[src/rtl/decode_stage.sv]
// decode_stage: registered RV32I/E instruction decode between fetch and execute.
// Ports:
//   i_Clock   rising-edge clock
//   i_Reset_n asynchronous active-low reset; every output register clears
//   bus       decode_stage_if.slave (fetch valid/ready in, decoded bundle out)
// One cycle from an accepted instruction to o_Valid. A load whose rd is read
// by the next instruction costs one bubble; i_Flush drops both the held and
// the incoming instruction.
package decode_stage_pkg;
  localparam logic [6:0] OPC_LOAD     = 7'b0000011;
  localparam logic [6:0] OPC_MISC_MEM = 7'b0001111;
  localparam logic [6:0] OPC_OP_IMM   = 7'b0010011;
  localparam logic [6:0] OPC_AUIPC    = 7'b0010111;
  localparam logic [6:0] OPC_STORE    = 7'b0100011;
  localparam logic [6:0] OPC_OP       = 7'b0110011;
  localparam logic [6:0] OPC_LUI      = 7'b0110111;
  localparam logic [6:0] OPC_BRANCH   = 7'b1100011;
  localparam logic [6:0] OPC_JALR     = 7'b1100111;
  localparam logic [6:0] OPC_JAL      = 7'b1101111;
  localparam logic [6:0] OPC_SYSTEM   = 7'b1110011;

  localparam logic [1:0] ALUSRC1_RS1  = 2'd0;
  localparam logic [1:0] ALUSRC1_PC   = 2'd1;
  localparam logic [1:0] ALUSRC1_ZERO = 2'd2;
  localparam logic [1:0] ALUSRC2_RS2  = 2'd0;
  localparam logic [1:0] ALUSRC2_IMM  = 2'd1;
  localparam logic [1:0] ALUSRC2_FOUR = 2'd2;
  localparam logic       WBSRC_ALU    = 1'b0;
  localparam logic       WBSRC_MEM    = 1'b1;
  // ALU operation codes follow funct3 so OP/OP_IMM pass it straight through.
  localparam logic [2:0] ALUOP_ADD    = 3'b000;

  typedef struct packed {
    logic [2:0] alu_op;
    logic       alu_op_alt;
    logic [1:0] alu_src1;
    logic [1:0] alu_src2;
    logic       wb_src;
    logic       reg_write;
    logic       mem_read;
    logic       mem_write;
    logic       jump;
    logic       branch;
    logic       jalr;
    logic       mul_div;
    logic       env_call;
    logic       env_break;
    logic       illegal;
  } ctrl_t;
endpackage

module decode_stage
  import decode_stage_pkg::*;
#(
  parameter int XLEN           = 32,
  parameter int REG_ADDR_WIDTH = 5,
  parameter int ENABLE_M       = 0
) (
  input  logic          i_Clock,
  input  logic          i_Reset_n,
  decode_stage_if.slave bus
);
  logic [31:0] instr;
  logic [6:0]  opcode, funct7;
  logic [2:0]  funct3;
  logic [31:0] imm_i, imm_s, imm_b, imm_u, imm_j, imm32;
  logic        use_rs1, use_rs2, use_rd;
  ctrl_t       ctrl_d, ctrl_q;

  logic                      valid_q;
  logic [XLEN-1:0]           pc_q, imm_q;
  logic [REG_ADDR_WIDTH-1:0] rs1_q, rs2_q, rd_q;
  logic [2:0]                funct3_q;
  logic                      adv, hz, accept;

  assign instr  = bus.i_InstructionWord;
  assign opcode = instr[6:0];
  assign funct3 = instr[14:12];
  assign funct7 = instr[31:25];

  assign imm_i = {{20{instr[31]}}, instr[31:20]};
  assign imm_s = {{20{instr[31]}}, instr[31:25], instr[11:7]};
  assign imm_b = {{19{instr[31]}}, instr[31], instr[7], instr[30:25], instr[11:8], 1'b0};
  assign imm_u = {instr[31:12], 12'b0};
  assign imm_j = {{11{instr[31]}}, instr[31], instr[19:12], instr[20], instr[30:21], 1'b0};

  // NOTE: every always_comb output gets a default first so no path infers a latch.
  always_comb begin
    ctrl_d          = '0;
    ctrl_d.alu_op   = ALUOP_ADD;
    ctrl_d.alu_src1 = ALUSRC1_RS1;
    ctrl_d.alu_src2 = ALUSRC2_RS2;
    ctrl_d.wb_src   = WBSRC_ALU;
    imm32           = '0;
    use_rs1         = 1'b0;
    use_rs2         = 1'b0;
    use_rd          = 1'b0;
    ctrl_d.illegal  = (instr[1:0] != 2'b11);
    case (opcode)
      OPC_LUI: begin
        use_rd = 1'b1; ctrl_d.reg_write = 1'b1; imm32 = imm_u;
        ctrl_d.alu_src1 = ALUSRC1_ZERO; ctrl_d.alu_src2 = ALUSRC2_IMM;
      end
      OPC_AUIPC: begin
        use_rd = 1'b1; ctrl_d.reg_write = 1'b1; imm32 = imm_u;
        ctrl_d.alu_src1 = ALUSRC1_PC; ctrl_d.alu_src2 = ALUSRC2_IMM;
      end
      OPC_JAL: begin
        use_rd = 1'b1; ctrl_d.reg_write = 1'b1; ctrl_d.jump = 1'b1; imm32 = imm_j;
        ctrl_d.alu_src1 = ALUSRC1_PC; ctrl_d.alu_src2 = ALUSRC2_FOUR;
      end
      OPC_JALR: begin
        use_rs1 = 1'b1; use_rd = 1'b1; imm32 = imm_i;
        ctrl_d.reg_write = 1'b1; ctrl_d.jump = 1'b1; ctrl_d.jalr = 1'b1;
        ctrl_d.alu_src1 = ALUSRC1_PC; ctrl_d.alu_src2 = ALUSRC2_FOUR;
      end
      OPC_BRANCH: begin
        use_rs1 = 1'b1; use_rs2 = 1'b1; ctrl_d.branch = 1'b1; imm32 = imm_b;
      end
      OPC_LOAD: begin
        use_rs1 = 1'b1; use_rd = 1'b1; imm32 = imm_i;
        ctrl_d.reg_write = 1'b1; ctrl_d.mem_read = 1'b1;
        ctrl_d.wb_src = WBSRC_MEM; ctrl_d.alu_src2 = ALUSRC2_IMM;
      end
      OPC_STORE: begin
        use_rs1 = 1'b1; use_rs2 = 1'b1; imm32 = imm_s;
        ctrl_d.mem_write = 1'b1; ctrl_d.alu_src2 = ALUSRC2_IMM;
      end
      OPC_OP_IMM: begin
        use_rs1 = 1'b1; use_rd = 1'b1; imm32 = imm_i;
        ctrl_d.reg_write = 1'b1; ctrl_d.alu_src2 = ALUSRC2_IMM;
        ctrl_d.alu_op    = funct3;
        // Only SRAI/SRLI carry a real bit 30; for other funct3 it is immediate data.
        ctrl_d.alu_op_alt = (funct3 == 3'b101) && instr[30];
        if (funct3 == 3'b001 && funct7 != 7'b0000000)
          ctrl_d.illegal = 1'b1;
        if (funct3 == 3'b101 && funct7 != 7'b0000000 && funct7 != 7'b0100000)
          ctrl_d.illegal = 1'b1;
      end
      OPC_OP: begin
        use_rs1 = 1'b1; use_rs2 = 1'b1; use_rd = 1'b1;
        ctrl_d.reg_write = 1'b1; ctrl_d.alu_op = funct3;
        if (funct7 == 7'b0000000) begin
          ctrl_d.alu_op_alt = 1'b0;
        end else if (funct7 == 7'b0100000 && (funct3 == 3'b000 || funct3 == 3'b101)) begin
          ctrl_d.alu_op_alt = 1'b1;
        end else if (funct7 == 7'b0000001 && ENABLE_M != 0) begin
          ctrl_d.mul_div = 1'b1;
        end else begin
          ctrl_d.illegal = 1'b1;
        end
      end
      OPC_MISC_MEM: ;
      OPC_SYSTEM: begin
        ctrl_d.env_call  = (instr[31:7] == 25'h0000000);
        ctrl_d.env_break = (instr[31:20] == 12'h001) && (instr[19:7] == 13'h0000);
      end
      default: ctrl_d.illegal = 1'b1;
    endcase
    if (REG_ADDR_WIDTH == 4 &&
        ((use_rs1 && instr[19]) || (use_rs2 && instr[24]) || (use_rd && instr[11])))
      ctrl_d.illegal = 1'b1;
    if (ctrl_d.illegal) begin
      ctrl_d.reg_write = 1'b0;
      ctrl_d.mem_write = 1'b0;
    end
  end

  // Load-use: the held load's rd is read by the waiting instruction.
  assign hz = valid_q && ctrl_q.mem_read && (rd_q != '0) && bus.i_Valid &&
              ((use_rs1 && instr[19:15] == 5'(rd_q)) ||
               (use_rs2 && instr[24:20] == 5'(rd_q)));
  assign adv    = !valid_q || bus.i_Ready;
  assign accept = bus.i_Valid && bus.o_Ready;
  assign bus.o_Ready = i_Reset_n && adv && !hz && !bus.i_Flush;

  // NOTE: state uses non-blocking assignments; the bundle registers are reset
  // too because downstream reads them as outputs, not only under o_Valid.
  always_ff @(posedge i_Clock or negedge i_Reset_n) begin
    if (!i_Reset_n) begin
      valid_q  <= 1'b0;
      pc_q     <= '0;
      imm_q    <= '0;
      rs1_q    <= '0;
      rs2_q    <= '0;
      rd_q     <= '0;
      funct3_q <= '0;
      ctrl_q   <= '0;
    end else begin
      if (bus.i_Flush)
        valid_q <= 1'b0;
      else if (adv)
        valid_q <= accept;
      if (accept) begin
        pc_q     <= bus.i_PC;
        imm_q    <= XLEN'($signed(imm32));
        rs1_q    <= instr[15 +: REG_ADDR_WIDTH];
        rs2_q    <= instr[20 +: REG_ADDR_WIDTH];
        rd_q     <= instr[7 +: REG_ADDR_WIDTH];
        funct3_q <= funct3;
        ctrl_q   <= ctrl_d;
      end
    end
  end

  assign bus.o_Valid              = valid_q;
  assign bus.o_PC                 = pc_q;
  assign bus.o_rs1                = rs1_q;
  assign bus.o_rs2                = rs2_q;
  assign bus.o_rd                 = rd_q;
  assign bus.o_Function           = funct3_q;
  assign bus.o_AluOp              = ctrl_q.alu_op;
  assign bus.o_AluOpAlt           = ctrl_q.alu_op_alt;
  assign bus.o_AluSrc1            = ctrl_q.alu_src1;
  assign bus.o_AluSrc2            = ctrl_q.alu_src2;
  assign bus.o_WritebackSrc       = ctrl_q.wb_src;
  assign bus.o_RegWrite           = ctrl_q.reg_write;
  assign bus.o_MemRead            = ctrl_q.mem_read;
  assign bus.o_MemWrite           = ctrl_q.mem_write;
  assign bus.o_Jump               = ctrl_q.jump;
  assign bus.o_Branch             = ctrl_q.branch;
  assign bus.o_JALR               = ctrl_q.jalr;
  assign bus.o_MulDiv             = ctrl_q.mul_div;
  assign bus.o_EnvCall            = ctrl_q.env_call;
  assign bus.o_EnvBreak           = ctrl_q.env_break;
  assign bus.o_IllegalInstruction = ctrl_q.illegal;
  assign bus.o_Immediate          = imm_q;
endmodule

[src/rtl/decode_stage_if.sv]
// Fetch -> decode -> execute handshake bundle for decode_stage.
//   slave  : the decode stage's view (fetch-side inputs, decoded outputs).
//   master : the surrounding pipeline's view.
// Fetch side   : i_Valid / o_Ready, i_InstructionWord, i_PC, i_Flush.
// Execute side : o_Valid / i_Ready plus the decoded control bundle.
// XLEN and REG_ADDR_WIDTH must match the decode_stage instance they connect to.
interface decode_stage_if #(
  parameter int XLEN           = 32,
  parameter int REG_ADDR_WIDTH = 5
);
  logic                      i_Valid;
  logic                      o_Ready;
  logic [31:0]               i_InstructionWord;
  logic [XLEN-1:0]           i_PC;
  logic                      i_Flush;
  logic                      o_Valid;
  logic                      i_Ready;
  logic [XLEN-1:0]           o_PC;
  logic [REG_ADDR_WIDTH-1:0] o_rs1;
  logic [REG_ADDR_WIDTH-1:0] o_rs2;
  logic [REG_ADDR_WIDTH-1:0] o_rd;
  logic [2:0]                o_Function;
  logic [2:0]                o_AluOp;
  logic                      o_AluOpAlt;
  logic [1:0]                o_AluSrc1;
  logic [1:0]                o_AluSrc2;
  logic                      o_WritebackSrc;
  logic                      o_RegWrite;
  logic                      o_MemRead;
  logic                      o_MemWrite;
  logic                      o_Jump;
  logic                      o_Branch;
  logic                      o_JALR;
  logic                      o_MulDiv;
  logic                      o_EnvCall;
  logic                      o_EnvBreak;
  logic                      o_IllegalInstruction;
  logic [XLEN-1:0]           o_Immediate;

  modport slave (
    input  i_Valid, i_InstructionWord, i_PC, i_Flush, i_Ready,
    output o_Ready, o_Valid, o_PC, o_rs1, o_rs2, o_rd, o_Function, o_AluOp,
           o_AluOpAlt, o_AluSrc1, o_AluSrc2, o_WritebackSrc, o_RegWrite,
           o_MemRead, o_MemWrite, o_Jump, o_Branch, o_JALR, o_MulDiv,
           o_EnvCall, o_EnvBreak, o_IllegalInstruction, o_Immediate
  );

  modport master (
    output i_Valid, i_InstructionWord, i_PC, i_Flush, i_Ready,
    input  o_Ready, o_Valid, o_PC, o_rs1, o_rs2, o_rd, o_Function, o_AluOp,
           o_AluOpAlt, o_AluSrc1, o_AluSrc2, o_WritebackSrc, o_RegWrite,
           o_MemRead, o_MemWrite, o_Jump, o_Branch, o_JALR, o_MulDiv,
           o_EnvCall, o_EnvBreak, o_IllegalInstruction, o_Immediate
  );
endinterface

[src/flat_wrapper.sv]
// flat-port wrapper written by rule: the top's interface ports become plain ports
module decode_stage_flat import decode_stage_pkg::*;
#(
  parameter int XLEN           = 32,
  parameter int REG_ADDR_WIDTH = 5,
  parameter int ENABLE_M       = 0
)
  (i_Clock, i_Reset_n, bus_i_Valid, bus_i_InstructionWord, bus_i_PC, bus_i_Flush, bus_i_Ready, bus_o_Ready, bus_o_Valid, bus_o_PC, bus_o_rs1, bus_o_rs2, bus_o_rd, bus_o_Function, bus_o_AluOp, bus_o_AluOpAlt, bus_o_AluSrc1, bus_o_AluSrc2, bus_o_WritebackSrc, bus_o_RegWrite, bus_o_MemRead, bus_o_MemWrite, bus_o_Jump, bus_o_Branch, bus_o_JALR, bus_o_MulDiv, bus_o_EnvCall, bus_o_EnvBreak, bus_o_IllegalInstruction, bus_o_Immediate);
  decode_stage_if #(.XLEN(XLEN), .REG_ADDR_WIDTH(REG_ADDR_WIDTH)) bus_i ();
  input  logic i_Clock;
  input  logic i_Reset_n;
  input wire logic [$bits(bus_i.i_Valid)-1:0] bus_i_Valid;
  input wire logic [$bits(bus_i.i_InstructionWord)-1:0] bus_i_InstructionWord;
  input wire logic [$bits(bus_i.i_PC)-1:0] bus_i_PC;
  input wire logic [$bits(bus_i.i_Flush)-1:0] bus_i_Flush;
  input wire logic [$bits(bus_i.i_Ready)-1:0] bus_i_Ready;
  output wire logic [$bits(bus_i.o_Ready)-1:0] bus_o_Ready;
  output wire logic [$bits(bus_i.o_Valid)-1:0] bus_o_Valid;
  output wire logic [$bits(bus_i.o_PC)-1:0] bus_o_PC;
  output wire logic [$bits(bus_i.o_rs1)-1:0] bus_o_rs1;
  output wire logic [$bits(bus_i.o_rs2)-1:0] bus_o_rs2;
  output wire logic [$bits(bus_i.o_rd)-1:0] bus_o_rd;
  output wire logic [$bits(bus_i.o_Function)-1:0] bus_o_Function;
  output wire logic [$bits(bus_i.o_AluOp)-1:0] bus_o_AluOp;
  output wire logic [$bits(bus_i.o_AluOpAlt)-1:0] bus_o_AluOpAlt;
  output wire logic [$bits(bus_i.o_AluSrc1)-1:0] bus_o_AluSrc1;
  output wire logic [$bits(bus_i.o_AluSrc2)-1:0] bus_o_AluSrc2;
  output wire logic [$bits(bus_i.o_WritebackSrc)-1:0] bus_o_WritebackSrc;
  output wire logic [$bits(bus_i.o_RegWrite)-1:0] bus_o_RegWrite;
  output wire logic [$bits(bus_i.o_MemRead)-1:0] bus_o_MemRead;
  output wire logic [$bits(bus_i.o_MemWrite)-1:0] bus_o_MemWrite;
  output wire logic [$bits(bus_i.o_Jump)-1:0] bus_o_Jump;
  output wire logic [$bits(bus_i.o_Branch)-1:0] bus_o_Branch;
  output wire logic [$bits(bus_i.o_JALR)-1:0] bus_o_JALR;
  output wire logic [$bits(bus_i.o_MulDiv)-1:0] bus_o_MulDiv;
  output wire logic [$bits(bus_i.o_EnvCall)-1:0] bus_o_EnvCall;
  output wire logic [$bits(bus_i.o_EnvBreak)-1:0] bus_o_EnvBreak;
  output wire logic [$bits(bus_i.o_IllegalInstruction)-1:0] bus_o_IllegalInstruction;
  output wire logic [$bits(bus_i.o_Immediate)-1:0] bus_o_Immediate;
  assign bus_i.i_Valid = bus_i_Valid;
  assign bus_i.i_InstructionWord = bus_i_InstructionWord;
  assign bus_i.i_PC = bus_i_PC;
  assign bus_i.i_Flush = bus_i_Flush;
  assign bus_i.i_Ready = bus_i_Ready;
  assign bus_o_Ready = bus_i.o_Ready;
  assign bus_o_Valid = bus_i.o_Valid;
  assign bus_o_PC = bus_i.o_PC;
  assign bus_o_rs1 = bus_i.o_rs1;
  assign bus_o_rs2 = bus_i.o_rs2;
  assign bus_o_rd = bus_i.o_rd;
  assign bus_o_Function = bus_i.o_Function;
  assign bus_o_AluOp = bus_i.o_AluOp;
  assign bus_o_AluOpAlt = bus_i.o_AluOpAlt;
  assign bus_o_AluSrc1 = bus_i.o_AluSrc1;
  assign bus_o_AluSrc2 = bus_i.o_AluSrc2;
  assign bus_o_WritebackSrc = bus_i.o_WritebackSrc;
  assign bus_o_RegWrite = bus_i.o_RegWrite;
  assign bus_o_MemRead = bus_i.o_MemRead;
  assign bus_o_MemWrite = bus_i.o_MemWrite;
  assign bus_o_Jump = bus_i.o_Jump;
  assign bus_o_Branch = bus_i.o_Branch;
  assign bus_o_JALR = bus_i.o_JALR;
  assign bus_o_MulDiv = bus_i.o_MulDiv;
  assign bus_o_EnvCall = bus_i.o_EnvCall;
  assign bus_o_EnvBreak = bus_i.o_EnvBreak;
  assign bus_o_IllegalInstruction = bus_i.o_IllegalInstruction;
  assign bus_o_Immediate = bus_i.o_Immediate;
  decode_stage #(.XLEN(XLEN), .REG_ADDR_WIDTH(REG_ADDR_WIDTH), .ENABLE_M(ENABLE_M)) u_core (.i_Clock(i_Clock), .i_Reset_n(i_Reset_n), .bus(bus_i));
endmodule
[config.mk]
export PLATFORM = sky130hd
export DESIGN_NAME = decode_stage_flat
export DESIGN_NICKNAME = d
export VERILOG_FILES = /design/src/rtl/decode_stage.sv /design/src/rtl/decode_stage_if.sv /design/src/flat_wrapper.sv
export SDC_FILE = /design/constraint.sdc
export NUM_CORES = 1
export LEC_CHECK = 0
export BUFFER_PORTS_ARGS = -buffer_cell sky130_fd_sc_hd__buf_2
export CORE_ASPECT_RATIO = 0.6
export CORE_MARGIN = 1.5
export CORE_UTILIZATION = 45
export CTS_BUF_LIST = sky130_fd_sc_hd__clkbuf_8
export DETAILED_ROUTE_END_ITERATION = 10
export PLACE_DENSITY = 0.78
export SLEW_MARGIN = 20
export SYNTH_ARGS = -nofsm -noshare
export SYNTH_HDL_FRONTEND = slang
export SYNTH_SLANG_ARGS = --single-unit
[constraint.sdc]
create_clock -name i_Clock -period 2.5 [get_ports i_Clock]
set_input_delay 0.75 -clock i_Clock [delete_from_list [all_inputs] [get_ports i_Clock]]
set_output_delay 0.75 -clock i_Clock [all_outputs]
set_load 0.005 [all_outputs]
==> results of run 1 <==
-- worst max-delay path by stage --
stage | cells past startpoint | startpoint | to | slack, ns
2_1_floorplan | 5 | bus_i_InstructionWord[5] | bus_o_Ready | 0.18
3_3_place_gp | 7 | bus_i_InstructionWord[3] | bus_o_Ready | 0.01
3_5_place_dp | 10 | bus_i_InstructionWord[0] | u_core.bus.o_Immediate[28] | -0.06
4_1_cts | 5 | u_core.bus.o_rd[4] | bus_o_Ready | -0.04
5_1_grt | 6 | u_core.bus.o_rd[4] | bus_o_Ready | -0.05
6_report | 6 | bus_i_InstructionWord[3] | bus_o_Ready | 0.03
-- final cells by class --
cell class | count | share of cell area
sequential | 100 | 0.3812
multi-input combinational | 240 | 0.3404
timing repair buffer | 221 | 0.1960
tap | 139 | 0.02650
clock buffer | 10 | 0.02097
inverter | 34 | 0.01944
clock inverter | 5 | 0.01544
-- per-layer routing --
metal	vias to the layer above	global-route usage
met1	1898	0.3705
met3	6	0.07111
met2	171	0.3406
li1	1793	-
met5	-	0
met4	0	0.04211
-- flip-flops by register name (all words and copies together), names as in the netlist, 3 cells and up --
register and flops:
u_core.bus.o_rs2 5, u_core.bus.o_rd 5, u_core.bus.o_PC 32, u_core.bus.o_AluOp 3, u_core.bus.o_Function 3, u_core.bus.o_Immediate 32, u_core.bus.o_rs1 5
-- stage by stage --
stage	power, uW	instance area, sq um	instances	setup WS (ns)
floorplan	2407	5059	396	0.1792
finish	4071	6564	749	0.02731
global route	4285	6564	749	-0.04677
detailed placement	2859	6292	734	-0.06297
global placement	2830	6292	734	0.01266
CTS	4105	6549	749	-0.03944
-- logic make-up (layout without fill, tap and decap cells) --
kind of cell,after synthesis,count (layout),synth area share
DFF,100,100,0.4947
buffers and inverters,56,270,0.07247
and+or+nand+nor,76,76,0.08236
AOI/OAI and AO/OA,53,53,0.06555
xor gates and xnor gates,11,11,0.01904
other,1,1,0.0007413
muxes,99,99,0.2652
-- power by group through the flow --
stage | Clock [uW] | Sequential, uW | Combinational, uW
finish | 1230 | 1930 | 917
global route | 1350 | 1950 | 989
CTS | 1260 | 1920 | 917
detailed placement | 0 | 1950 | 907
global placement | 0 | 1940 | 889
floorplan | 0 | 1970 | 436
-- cells in the final DEF, fill, tap and decap left out, types with 2 or more instances in the layout --
| cell type | count |
|---|---|
| nand2_1 | 18 |
| o21ai_0 | 4 |
| and4_1 | 2 |
| mux2_4 | 70 |
| nor4_1 | 4 |
| and3_1 | 5 |
| clkbuf_8 | 10 |
| o22ai_1 | 2 |
| nor3_1 | 4 |
| xnor2_1 | 10 |
| inv_1 | 35 |
| or2_2 | 2 |
| nand2b_1 | 4 |
| nand4_1 | 3 |
| buf_4 | 48 |
| mux2i_1 | 29 |
| a22o_1 | 4 |
| nand3_1 | 7 |
| a211oi_1 | 2 |
| dfrtp_1 | 100 |
| a21boi_0 | 2 |
| a21oi_1 | 26 |
| bufinv_16 | 3 |
| buf_2 | 169 |
| nor2b_1 | 2 |
| a21o_1 | 2 |
| nand3b_1 | 3 |
| buf_12 | 4 |
| nor2_1 | 11 |
-- timing repair --
action,CTS,global route
endpoints found under the hold margin,0,0
pin swaps,4,3
buffers inserted,1,0
endpoints found under the setup margin,1,2
resized for setup,4,3
==> flow_summary.ini, run 1 <==
[die]
dieArea_sq_mm = 0.01191
die_x_um = 139.9
num_rows = 29
coreArea_sq_mm = 0.01074
io_pins = 172
start_util = 0.4710
chipHeight_um = 85.13

[pwr]
p_int_uw = 3025
p_switching_uw = 1046
pwr-share-clk = 0.302
p_per_area_mw_per_mm2 = 620.2
combPwrFrac = 0.225
seq_power_share = 0.473
ir_drop_uv = 266.6
p_leak_uw = 0.003279
switching_share = 0.2570

[grt]
grt_pass1_vias = 3900
grt_pass1_wl_um = 22190
grt_use_total = 0.2417
grt_max_degree = 55
grt_antenna_before_repair = 0
overflow = 0

[setup_path]
ff2ff_path_depth = 8
crit_path_top_delay_cell = and4bb_2
critPathMaxFanout = 3
crit_path_end_kind = primary output
reg2reg_slack_ns = 0.12
crit_chain = buf_2 -> and4bb_2 -> nand3_1 -> o22ai_2 -> a21oi_2 -> buf_2
crit_family = simple AND/OR/NAND/NOR gates
crit_path_start_kind = input pin
slowest_delay_ns = 0.33
crit_arrival_ns = 1.72
rr_endpoint = u_core.bus.o_rs2[1]
path_class = input pin to primary output
crit_required_ns = 1.75
cpMostUsedCell = buf_2
path_buf_inv = 2
reg2reg_from = u_core.bus.o_rd[0]

[yosys]
async_flop_share = 1.000
synth_top_area_frac = 0.4947
synth_area_leaders = dfrtp_1, mux2_4, mux2i_1, buf_12, a21oi_1
avgSynthCellArea_sq_um = 12.77
ys.warnings.count = 0
syn_nets = 465
synth_most_common_cell = dfrtp_1
yosys.cell_types.count = 47
synthTopCellsByCount = dfrtp_1, mux2_4, inv_1
synth.yosys.seq_area_share = 0.4947
synthCells = 396
yosys.area.top_type = dfrtp_1
ys_seq_elements = 100
synth_edf_count = 0
syn_area_sq_mm = 0.005059
synth_ff_type = dfrtp_1

[layout]
area_growth_pct = 29.76
fin_nets = 675
multiInputGateArea_sq_mm = 0.002235
fin_util = 0.6111
layout-drive-gt1-share = 0.5164
diodes = 0
fillers = 880
seq_area_sq_mm = 0.002502

[timing]
period_minus_slack_ns = 2.473
finalCritPeriodShare = 0.9891
max_slew_margin = 0.5437
whs_ns = 0.5093
clock_skew_ns = 0.007018
fmax_mhz = 404.4
final-setup-viol-count = 0
drv_slew = 0
grt_setup_unrepaired = yes
finalHoldViolations = 0
tightestPinTransition_ns = 0.6844
tns_ns = 0

[routing]
vias_per_cell = 5.164
drtAntennaViolNets = 0
vias = 3868
met1_length_um = 6738
wl_met3_um = 1326
drc = 15
wl_per_cell_um = 18.67
drtPass1Iterations = 8
drt-total-wl_um = 13980
routed.top_layer = met4
drtIter0Drc = 217
dr_wl_met2_um = 5855

[clocking]
cts_buffers = 9
cts_hold_buffers = 0
clk_path_buf_depth = 2
cts-root-buf = clkbuf_8
insertion_delay_ns = 0.35
clock_sinks = 100
htreeDepth = 3
clk_pin_slew_ns = 0.09
cts_tree = done

[status]
violations = design-rule violations
status = finished, violations left

[placed_design]
hpwl_um = 10700
gp_congestion = 0.9081
port_buffers = 170

[worst_hold_path]
min_from = u_core.bus.o_PC[24]
holdPathStages = 1
hp-class = flip-flop to flip-flop
min_to = u_core.bus.o_PC[24]

[run]
maxCapViolCount = 0
Note: power is estimated with default switching activity, not from simulation.
==> run 2: changes to the inputs <==
--- a/config.mk
+++ b/config.mk
@@ -6,12 +6,14 @@
 export NUM_CORES = 1
 export LEC_CHECK = 0
 export BUFFER_PORTS_ARGS = -buffer_cell sky130_fd_sc_hd__buf_2
+export CELL_PAD_IN_SITES_DETAIL_PLACEMENT = 2
+export CELL_PAD_IN_SITES_GLOBAL_PLACEMENT = 2
 export CORE_ASPECT_RATIO = 0.6
 export CORE_MARGIN = 1.5
-export CORE_UTILIZATION = 45
+export CORE_UTILIZATION = 33
 export CTS_BUF_LIST = sky130_fd_sc_hd__clkbuf_8
 export DETAILED_ROUTE_END_ITERATION = 10
-export PLACE_DENSITY = 0.78
+export PLACE_DENSITY = 0.79
 export SLEW_MARGIN = 20
 export SYNTH_ARGS = -nofsm -noshare
 export SYNTH_HDL_FRONTEND = slang
==> flow_summary.ini, run 2 (same netlist as run 1, synthesis figures left out) <==
[timing]
tightestPinTransition_ns = 0.5703
max_slew_margin = 0.6198
finalCritPeriodShare = 1.024
clock_skew_ns = 0.01271
fmax_mhz = 390.6
setup_slack_ns = -0.06039
final-setup-viol-count = 1
grt_setup_unrepaired = yes
drv_slew = 0
tns_ns = -0.06039
finalHoldViolations = 0
period_minus_slack_ns = 2.560

[clocking]
cts_tree = done
cts_buffers = 9
htreeDepth = 3
cts_hold_buffers = 0
cts-root-buf = clkbuf_8
clk_pin_slew_ns = 0.11
clock_sinks = 100
insertion_delay_ns = 0.38
clk_path_buf_depth = 2

[placed_design]
dp_slack_ns = -0.1587
dpl_cell_area_sq_mm = 0.006329
gp_congestion = 0.8116
hpwl_um = 13310
port_buffers = 170

[layout]
layout-drive-gt1-share = 0.5157
fillers = 1562
layout_common_cells = buf_2, dfrtp_1, mux2_4
fin_nets = 671
diodes = 0
final_common_cell = buf_2
area_growth_pct = 31.14
final_cell_area_sq_mm = 0.006634

[die]
chipHeight_um = 98.91
num_rows = 34
io_pins = 172
dieArea_sq_mm = 0.01611
start_util = 0.3437
coreArea_sq_mm = 0.01472
die_x_um = 162.8

[setup_path]
path_class = input pin to primary output
critPathMaxFanout = 4
crit_path_start_kind = input pin
crit_arrival_ns = 1.81
crit_required_ns = 1.75
ff2ff_path_depth = 8
crit_path_end_kind = primary output

[grt]
top_usage_layer = met2
grt_use_met1 = 0.3077
grt_antenna_before_repair = 1
grt_use_total = 0.2195
use_met3 = 0.06481
overflow = 0
grt_pass1_wl_um = 26770
use_met2 = 0.3329
grt_pass1_vias = 4457
grt_max_degree = 101

[routing]
drtAntennaViolNets = 0
wl_per_cell_um = 21.90
drt-total-wl_um = 17630
vias_per_cell = 4.922
vias = 3962
drc = 0
drtPass1Iterations = 4
drtIter0Drc = 238

[pwr]
ir_drop_uv = 335.0
p_per_area_mw_per_mm2 = 620.4
p_leak_uw = 0.003272

[status]
status = finished, violations left
violations = negative setup slack

[run]
maxCapViolCount = 0

[worst_hold_path]
hp-class = input pin to asynchronous set/reset pin
run 2: layout make-up:
type / count / area (sq um) / share of cell area
multi-input cells: 240 / 2237 / 0.3372
clock inverters: 7 / 105.1 / 0.01584
clock buffers: 9 / 123.9 / 0.01867
inverters: 34 / 127.6 / 0.01924
flip-flops and latches: 100 / 2502 / 0.3772
well taps: 198 / 247.7 / 0.03734
repair buffers: 217 / 1290 / 0.1945
run 2: worst max-delay path, cell delays in order:
cell and delay (ns):
buf_2 0.12, and3b_1 0.27, nand4_1 0.20, nor3_4 0.27, a21oi_2 0.07, buf_2 0.13
run 2: repair_timing:
action | 4_1_cts | 5_1_grt
gates resized for setup | 8 | 1
hold endpoints to repair | 0 | 0
setup buffers | 1 | 1
endpoints found under the setup margin | 2 | 39
pin swaps | 4 | 3
gates cloned | 0 | 1
run 2: worst paths after layout:
| path | start | end | slack [ns] |
|---|---|---|---|
| setup / recovery | bus_i_InstructionWord[3] | bus_o_Ready | -0.06 |
| hold / removal | i_Reset_n | u_core.bus.o_Immediate[23] | 0.47 |
| hold reg to reg | u_core.bus.o_AluSrc2[0] | u_core.bus.o_AluSrc2[0] | 0.52 |
| min in group i_Clock | u_core.bus.o_AluSrc2[0] | u_core.bus.o_AluSrc2[0] | 0.52 |
| setup reg to reg | u_core.bus.o_rd[4] | u_core.bus.o_PC[21] | 0.04 |
| max in group asynchronous | i_Reset_n | u_core.bus.o_PC[25] | 1.57 |
run 2: where the power goes:
part | internal, uW | leakage (uW) | switching (uW) | total, uW
Combinational | 538 | 0.00188 | 408 | 946
Clock | 581 | 0.000112 | 653 | 1230
Sequential | 1810 | 0.00128 | 126 | 1940
Total | 2930 | 0.00327 | 1190 | 4120
run 2: stage by stage:
stage | total power [uW] | hold WS, ns | utilization | std cells
finish | 4116 | 0.4659 | 0.4507 | 805
global route | 4297 | 0.5036 | 0.4507 | 805
CTS | 4150 | 0.4986 | 0.4482 | 803
detailed placement | 2888 | 0.4896 | 0.4300 | 787
global placement | 2836 | 0.4874 | 0.4300 | 787
floorplan | 2407 | 0.4544 | - | 396
run 2: per-layer routing:
layer	vias to the layer above	wire, um
li1	1784	-
met3	15	1363
met2	153	7604
met4	0	193
met5	-	0
met1	2010	8472
==> run 3: changes to the inputs <==
--- a/config.mk
+++ b/config.mk
@@ -14,6 +14,7 @@
 export CTS_BUF_LIST = sky130_fd_sc_hd__clkbuf_8
 export DETAILED_ROUTE_END_ITERATION = 10
 export PLACE_DENSITY = 0.79
+export RECOVER_POWER = 25
 export SLEW_MARGIN = 20
 export SYNTH_ARGS = -nofsm -noshare
 export SYNTH_HDL_FRONTEND = slang
==> flow_summary.ini, run 3 (same netlist as run 1, synthesis figures left out) <==
[timing]
finalCritPeriodShare = 1.024
tns_ns = -0.05901
period_minus_slack_ns = 2.559
tightestPinTransition_ns = 1.418
clock_skew_ns = 0.01101
fmax_mhz = 390.8
drv_slew = 0
setup_slack_ns = -0.05901
finalHoldViolations = 0
grt_setup_unrepaired = yes
max_slew_margin = 0.05461
final-setup-viol-count = 1

[clocking]
clk_path_buf_depth = 2
clock_sinks = 100
htreeDepth = 3
cts_hold_buffers = 0
cts_buffers = 9
insertion_delay_ns = 0.38
cts-root-buf = clkbuf_8
clk_pin_slew_ns = 0.10
cts_tree = done

[grt]
grt_max_degree = 101
grt_antenna_before_repair = 1
grt_use_total = 0.2195
grt_pass1_vias = 4457
grt_pass1_wl_um = 26770
overflow = 0

[setup_path]
crit_arrival_ns = 1.81
critPathMaxFanout = 4
reg2reg_slack_ns = 0.05
crit_path_start_kind = input pin
ff2ff_path_depth = 8
rr_endpoint = u_core.bus.o_PC[21]
path_class = input pin to primary output
reg2reg_from = u_core.bus.o_rd[4]
crit_required_ns = 1.75
crit_path_end_kind = primary output

[layout]
diodes = 0
layout_common_cells = buf_2, dfrtp_1, mux2_4
layout-drive-gt1-share = 0.5157
fin_nets = 671
area_growth_pct = 30.89
final_common_cell = buf_2

[worst_hold_path]
hp-class = flip-flop to flip-flop
holdPathStages = 1
min_from = u_core.bus.o_PC[18]
min_to = u_core.bus.o_PC[18]

[pwr]
p_leak_uw = 0.003267
p_per_area_mw_per_mm2 = 622.0
ir_drop_uv = 335.3
p_total_uw = 4119

[die]
coreArea_sq_mm = 0.01472
dieArea_sq_mm = 0.01611
start_util = 0.3437
num_rows = 34
die_x_um = 162.8
io_pins = 172
chipHeight_um = 98.91

[status]
violations = negative setup slack
status = finished, violations left

[routing]
drtIter0Drc = 243
vias_per_cell = 4.929
drtAntennaViolNets = 0
vias = 3968
drtPass1Iterations = 4
drc = 0
drt-total-wl_um = 17630
wl_per_cell_um = 21.90

[placed_design]
gp_congestion = 0.8116
port_buffers = 170
hpwl_um = 13310

[run]
maxCapViolCount = 0
run 3: where the power goes:
part,switching [uW],internal [uW],total (uW),leakage (uW)
logic,407,536,942,0.00187
clock network,661,581,1240,0.000112
registers,126,1810,1940,0.00128
run 3: worst max-delay path by stage:
stage / startpoint / slack, ns / depth (start not counted) / end
CTS: u_core.bus.o_rd[2] / -0.07 / 5 / bus_o_Ready
global route: bus_i_InstructionWord[3] / -0.12 / 6 / bus_o_Ready
global placement: bus_i_InstructionWord[3] / -0.06 / 6 / bus_o_Ready
detailed placement: bus_i_InstructionWord[3] / -0.16 / 7 / bus_o_Ready
finish: bus_i_InstructionWord[3] / -0.06 / 6 / bus_o_Ready
floorplan: bus_i_InstructionWord[5] / 0.18 / 5 / bus_o_Ready
run 3: area by class of cell:
type / instances / area [sq um]
fillers: 1564 / 8098
flip-flops and latches: 100 / 2502
multi-input cells: 240 / 2237
repair buffers: 217 / 1277
well taps: 198 / 247.7
inverters: 34 / 127.6
clock buffers: 9 / 123.9
clock inverters: 7 / 105.1
run 3: critical path, stage by stage:
cell and delay (ns):
buf_2 0.12, and3b_1 0.28, nand4_1 0.19, nor3_4 0.27, a21oi_2 0.07, buf_2 0.13
run 3: per-stage QoR:
stage,std cells,hold WS [ns],instance area [sq um],utilization,setup slack (ns)
finish,805,0.5181,6621,0.4498,-0.05901
global route,805,0.5379,6621,0.4498,-0.1229
CTS,803,0.4986,6598,0.4482,-0.06668
detailed placement,787,0.4896,6329,0.4300,-0.1587
global placement,787,0.4874,6329,0.4300,-0.05841
floorplan,396,0.4544,5059,-,0.1792
run 3: per-layer routing:
| metal | wire length [um] | share of wire | global-route usage | up-vias |
|---|---|---|---|---|
| met5 | 0 | 0 | 0 | - |
| met4 | 217 | 0.012 | 0.05081 | 0 |
| met3 | 1397 | 0.079 | 0.06481 | 16 |
| met2 | 7566 | 0.43 | 0.3329 | 155 |
| met1 | 8450 | 0.48 | 0.3077 | 2013 |
| li1 | - | - | - | 1784 |
run 3: repair_timing:
item / 4_1_cts / 5_1_grt
setup endpoints to repair: 2 / 39
gates resized for setup: 8 / 1
pin swaps: 4 / 3
endpoints found under the hold margin: 0 / 0
setup buffers: 1 / 1
gates cloned: 0 / 1
